File: src/rtl/boot_rom_arbiter.sv
// Two-master arbiter in front of a single-port boot ROM with fixed one-cycle read latency.
// Define BOOT_ROM_ARB_RR_EN for round-robin arbitration; the default build is fixed priority (m0 > m1).

`ifndef ROM_ADDR_WIDTH
`define ROM_ADDR_WIDTH 16
`endif

module boot_rom_arbiter #(
  parameter int ADDR_WIDTH = `ROM_ADDR_WIDTH,
  parameter int DATA_WIDTH = 32,
  parameter int ROM_WORDS  = 1024
) (
  input  logic                  clk,
  input  logic                  rst_n,
  input  logic                  m0_req_i,
  input  logic [ADDR_WIDTH-1:0] m0_addr_i,
  output logic                  m0_gnt_o,
  output logic                  m0_rvalid_o,
  output logic [DATA_WIDTH-1:0] m0_rdata_o,
  output logic                  m0_err_o,
  input  logic                  m1_req_i,
  input  logic [ADDR_WIDTH-1:0] m1_addr_i,
  output logic                  m1_gnt_o,
  output logic                  m1_rvalid_o,
  output logic [DATA_WIDTH-1:0] m1_rdata_o,
  output logic                  m1_err_o,
  output logic                  rom_en_o,
  output logic [ADDR_WIDTH-1:0] rom_addr_o,
  input  logic [DATA_WIDTH-1:0] rom_rdata_i
);

  // Handshake: a master holds req/addr; gnt in the same cycle means accepted.
  // Response comes exactly one cycle later as a one-cycle rvalid pulse, no back-pressure.

  localparam logic [31:0] ROM_WORDS_U = ROM_WORDS;

  logic                  any_gnt;
  logic                  pick_m1;
  logic                  gnt_in_range;
  logic [ADDR_WIDTH-1:0] gnt_addr;
  logic [ADDR_WIDTH-1:0] last_addr_q;
  logic                  rsp_valid_q;
  logic                  rsp_owner_q;
  logic                  rsp_err_q;
  logic                  rsp_live;

`ifdef BOOT_ROM_ARB_RR_EN
  // rr_ptr_q names the preferred master; it flips whenever that master wins.
  logic rr_ptr_q;

  always_comb begin
    pick_m1 = m1_req_i;
    if (m0_req_i && m1_req_i) pick_m1 = rr_ptr_q;
  end

  always_ff @(posedge clk) begin
    if (!rst_n) begin
      rr_ptr_q <= 1'b0;
    end else if (any_gnt && (pick_m1 == rr_ptr_q)) begin
      rr_ptr_q <= ~rr_ptr_q;
    end
  end
`else
  always_comb begin
    pick_m1 = m1_req_i && !m0_req_i;
  end
`endif

  always_comb begin
    any_gnt      = rst_n && (m0_req_i || m1_req_i);
    gnt_addr     = pick_m1 ? m1_addr_i : m0_addr_i;
    gnt_in_range = 32'(gnt_addr[ADDR_WIDTH-1:2]) < ROM_WORDS_U;
    m0_gnt_o     = any_gnt && !pick_m1;
    m1_gnt_o     = any_gnt && pick_m1;
    rom_en_o     = any_gnt && gnt_in_range;
    rom_addr_o   = rom_en_o ? gnt_addr : last_addr_q;
  end

  // Reset gates the response outputs even before the registers clear.
  always_comb begin
    rsp_live    = rst_n && rsp_valid_q;
    m0_rvalid_o = rsp_live && !rsp_owner_q;
    m1_rvalid_o = rsp_live && rsp_owner_q;
    m0_err_o    = m0_rvalid_o && rsp_err_q;
    m1_err_o    = m1_rvalid_o && rsp_err_q;
    m0_rdata_o  = (m0_rvalid_o && !rsp_err_q) ? rom_rdata_i : '0;
    m1_rdata_o  = (m1_rvalid_o && !rsp_err_q) ? rom_rdata_i : '0;
  end

  always_ff @(posedge clk) begin
    if (!rst_n) begin
      rsp_valid_q <= 1'b0;
      rsp_owner_q <= 1'b0;
      rsp_err_q   <= 1'b0;
      last_addr_q <= '0;
    end else begin
      rsp_valid_q <= any_gnt;
      if (any_gnt) begin
        rsp_owner_q <= pick_m1;
        rsp_err_q   <= !gnt_in_range;
      end
      if (rom_en_o) last_addr_q <= gnt_addr;
    end
  end

endmodule

File: config.mk
export PLATFORM = sky130hd
export DESIGN_NAME = boot_rom_arbiter
export DESIGN_NICKNAME = d
export VERILOG_FILES = /design/src/rtl/boot_rom_arbiter.sv
export SDC_FILE = /design/constraint.sdc
export NUM_CORES = 1
export LEC_CHECK = 0
export BUFFER_PORTS_ARGS = -buffer_cell sky130_fd_sc_hd__buf_2
export CORE_ASPECT_RATIO = 0.6
export CORE_MARGIN = 2
export CORE_UTILIZATION = 36
export CTS_CLUSTER_DIAMETER = 40
export DETAILED_ROUTE_END_ITERATION = 10
export PLACE_DENSITY = 0.79
export SLEW_MARGIN = 20
export SYNTH_ARGS = -nofsm -noshare
export SYNTH_HDL_FRONTEND = slang
export SYNTH_SLANG_ARGS = --single-unit
File: constraint.sdc
create_clock -name clk -period 2.25 [get_ports clk]
set_input_delay 0.45 -clock clk [delete_from_list [all_inputs] [get_ports clk]]
set_output_delay 0.45 -clock clk [all_outputs]
set_load 0.05 [all_outputs]
# ---- After elaboration in Yosys (flattened, before gate mapping)
# Index checks and enable logic that the tools add are counted.
# W data, S select, Z words.
dict set report totals {
  input_bits 68
  ramBits 0
  latchBits 0
  mem_bits_ro 0
  memories 0
  word_cells 27
  regBits 19
}
dict set report op_classes {
  mul 0
  bitwise_logic 0
  div_mod_pow 0
  addsub 0
  n_shift 0
  n_eq_ne 0
  n_reduce_logical 18
  mux 4
  n_lt_le_gt_ge 1
}
# cell count
set ops {}
lappend ops {{$mux W32} 2}
lappend ops {{$mux W16} 2}
lappend ops {{$lt A14 B11 Y1 const B} 1}
lappend ops {{$logic_and A1 B1 Y1} 12}
lappend ops {{$logic_not A1 Y1} 5}
lappend ops {{$logic_or A1 B1 Y1} 1}

# ---- Longest topological paths before layout
dict set report depth {
  depth_word 6
  ltp_mapped 6
  ltp_nobuf 4
}

# ---- Worst setup path before layout
# Ideal clock, no wire load.
dict set report synth_timing {
  path_type {input to output}
  startpoint {input rst_n}
  endpoint {output rom_addr_o[7]}
  path_buffers 2
  t_arrival_ps 2264
  required_ps 1800
  slack_ps -464
  cell_stages 6
  path_cell_list {buf_2 -> and2_1 -> a22oi_4 -> inv_2 -> buf_6 -> a21oi_1}
}
dict set report synth_between {
  elab_chain_len 3
}
# item line
set synth_lines {}
lappend synth_lines {{start, declared} 14} ;# input logic rst_n,
lappend synth_lines {{$logic_and A1 B1 Y1} 70} ;# any_gnt = rst_n && (m0_req_i || m1_req_i);
lappend synth_lines {{$logic_and A1 B1 Y1} 75} ;# rom_en_o = any_gnt && gnt_in_range;
lappend synth_lines {{net rom_en_o} 27} ;# output logic rom_en_o,
lappend synth_lines {{$mux W16} -}
lappend synth_lines {{end, declared} 28} ;# output logic [ADDR_WIDTH-1:0] rom_addr_o,
# The timed path passes the listed nets, and every way through them passes these cells.

# ---- Worst setup path in the final report
dict set report layout_timing {
  startpoint {input m0_addr_i[13]}
  endpoint {output rom_addr_o[1]}
}
dict set report layout_between {
  elab_chain_len 4
}
# item line
set layout_lines {}
lappend layout_lines {{start, declared} 16} ;# input logic [ADDR_WIDTH-1:0] m0_addr_i,
lappend layout_lines {{$mux W16} 71} ;# gnt_addr = pick_m1 ? m1_addr_i : m0_addr_i;
lappend layout_lines {{$lt A14 B11 Y1} 72} ;# gnt_in_range = 32'(gnt_addr[ADDR_WIDTH-1:2]) < ROM_WORDS_U;
lappend layout_lines {{$logic_and A1 B1 Y1} 75}
lappend layout_lines {{$mux W16} -}
# Every way passes these cells.

==> run metrics <==
post-synthesis simple-gate area fraction=40.70%; Ys Warns=0; Pwr Total=around 0.91 mW; RSZ-0062 raised after global routing=yes; Via Count=1,761; Max Freq=0.4537 GHz; Ports=155; Die Ht=~55 um; Worst IR Drop VDD=0.2677 mV; final period utilization=between 90% and 100%; WP data arrival=roughly 1.8 ns; complex-gate fraction of the synthesized area=3.816%; core area=4144 sq um; port bufs=between 150 and 200; initial antenna violation count=0; Endpoint, Worst Hold=last_addr_q[14]; Placed Cells incl. Taps=388; reg2reg end=last_addr_q[7]; Syn Area/Cell=9.046 sq um; Final #Nets=403; starting density of the core=37.98%; Layout Area Growth over Synthesis=73.05%; sequential-to-total area share from yosys stat=between 20% and 30%; Via density=4.470; die area=4935 sq um; R2R depth=2; synthesized area=approximately 1600 sq um; fin crit period=2.204 ns; #FFs+latches synth=19; drt wl/cell=around 12 um; Startpoint Class=primary input; Worst Hold Depth=1; pwr dens=335.1 nW/um^2; Worst-Skew Late Latency=0.25 ns; grt total ovfl=0; min-delay src=last_addr_q[14]; slowest CP cell=mux2_2; vias in the first global route=1,686; Buf+Inv Stages, Crit Path=4; status=finished, final reports clean; Worst R2R Setup Slack=1.27 ns; crit-path leading delay family=buffers and inverters; synth unique cells=23; CP Class=in2out; routability cong.=between 0.7 and 0.8; Die Span X=89.37 um; Post-Synthesis Cells=174; gr usage total=between 10% and 20%; DR DRC count=0; largest net degree at the start of global routing=33; H-tree depth=1; reg-to-reg critical path startpoint=last_addr_q[7]; cells along the critical path=buf_2 -> nor4_4 -> a22oi_4 -> inv_4 -> buf_12 -> mux2_2 -> buf_6; fin cells=394; drt first pass iters=4; final WL=4857 um; Clock transition at path regs=0.07 ns; Fin Setup TNS=0 ns; CTS root buf=clkbuf_8; number of diodes=0; post-detail-place hpwl=3922 um; leakage power=approximately 1.6 nW; Post-DRT Antenna Nets=0; Slew Viols, Final=0; layout cells sized above 1=74.25%; crit-path max cell delay=about 0.34 ns; Setup Skew=0 ns; max_cap viols=0; final setup fails=0; initial drt markers=31; global-route wire length before repair=7258 um; Post-Route Utilization=65.73%; largest family of logic cells by synthesized area=simple AND/OR/NAND/NOR gates; final hold violations=0; Hold WC Path Type=reg2reg; post-synthesis mux area share=26.39%; Synth Net Count=between 200 and 250; Synth Area in XOR/XNOR=0%; CTS Buf Count=3; Crit path required time=1.80 ns; crit path capture type=primary output; row count=18; Slew HR=63.13%; Sink Count=19; Critical Path Fanout Max=5; Worst Max-Slew Pin Slew=0.5531 ns; Synth Area in Adders=0%; maximum root-to-sink buffer count=2; CTS tree=built; cts hold-fix bufs=0
## routing by layer
layer  wire length (um)  share of wire [%]  vias up  global-route usage, %
met2               2322                 48       73                  33.76
met5                  0                  0        -                      0
li1                   -                  -      895                      -
met1               2183                 45      789                  21.70
met4                 32               0.66        0                  1.279
met3                318                6.5        4                  3.737
## timing repair
item / CTS / global route
endpoints found under the setup margin: 4 / 37
resized for setup: 7 / 31
pin swaps: 1 / 2
gates cloned: 0 / 1
setup buffers: 1 / 0
## state kept, by name, indices dropped and copies added (netlist names)
name / flops
rsp_owner_q: 1
rsp_err_q: 1
rsp_valid_q: 1
last_addr_q: 16
## cell type report
type	count	area [sq um]
Inverter	2	10.01
Multi-Input combinational cell	141	1192
Clock buffer	4	45.04
Tap cell	60	75.07
Sequential cell	19	380.4
Fill cell	371	1420
Timing Repair Buffer	168	1021
## cells in the final DEF (no fill, tap or decap), drive strengths merged
cell type	n
a221oi	1
a21oi	3
nor3	2
a211oi	1
a22oi	1
and2	82
and3	5
nor2b	1
dfxtp	19
buf	167
nand2	1
nor4	2
nor2	5
mux2i	1
inv	2
clkbuf	5
mux2	33
nand2b	1
o21a	1
and3b	1
## worst register-to-register path: cells and delay by family (launching register included)
| kind | cells | cell delay, ns |
|---|---|---|
| DFF | 1 | 0.30 |
| AOI/OAI and AO/OA | 2 | 0.54 |
## Yosys cell counts
library cell	n	share of area, %
and3_1	5	2.0
a22oi_4	1	1.4
dfxtp_1	19	24
nor2_1	5	1.2
inv_2	1	0.24
clkbuf_1	7	1.7
buf_2	2	0.64
and3b_1	1	0.56
inv_1	1	0.24
a211oi_1	1	0.48
mux2_2	24	17
nor2b_1	1	0.40
a221oi_1	1	0.56
buf_6	3	2.1
nand2_1	1	0.24
a21oi_1	3	0.95
mux2i_1	1	0.64
mux2_4	9	8.6
nor4_4	2	2.7
nand2b_1	1	0.40
nor3_1	2	0.64
and2_1	82	33
o21a_1	1	0.48
## power by group
part	switching [mW]	internal, mW	total [mW]
Combinational	0.192	0.134	0.326
Clock	0.112	0.126	0.238
Sequential	0.00537	0.344	0.350
## per-stage QoR
step	hold slack, ns	worst slack [ns]	instance area (sq um)
after floorplan	0.4511	-0.002279	1634
after CTS	0.4877	0.003105	2616
after global routing	0.5039	-0.02344	2724
final	0.4865	0.04603	2724
after detailed placement	0.4683	-0.02541	2542
after global placement	0.4651	-0.001534	2542
## worst max path at each step
stage | slack (ns) | cells past startpoint | to | start
floorplan | -0.002 | 6 | rom_addr_o[10] | rst_n
global placement | -0.002 | 7 | rom_addr_o[1] | m0_addr_i[14]
detailed placement | -0.03 | 7 | rom_addr_o[3] | m0_addr_i[14]
CTS | 0.003 | 7 | rom_addr_o[1] | m0_addr_i[15]
global route | -0.02 | 7 | rom_addr_o[1] | m0_addr_i[13]
finish | 0.05 | 7 | rom_addr_o[1] | m0_addr_i[13]
## kinds of logic (layout without fill, tap and decap cells)
| kind of cell | after synthesis | count (layout) |
|---|---|---|
| compound gates | 7 | 7 |
| flops | 19 | 19 |
| simple gates | 100 | 100 |
| buf+inv | 14 | 174 |
| mux | 34 | 34 |
Power figures use the tool's default switching activity.
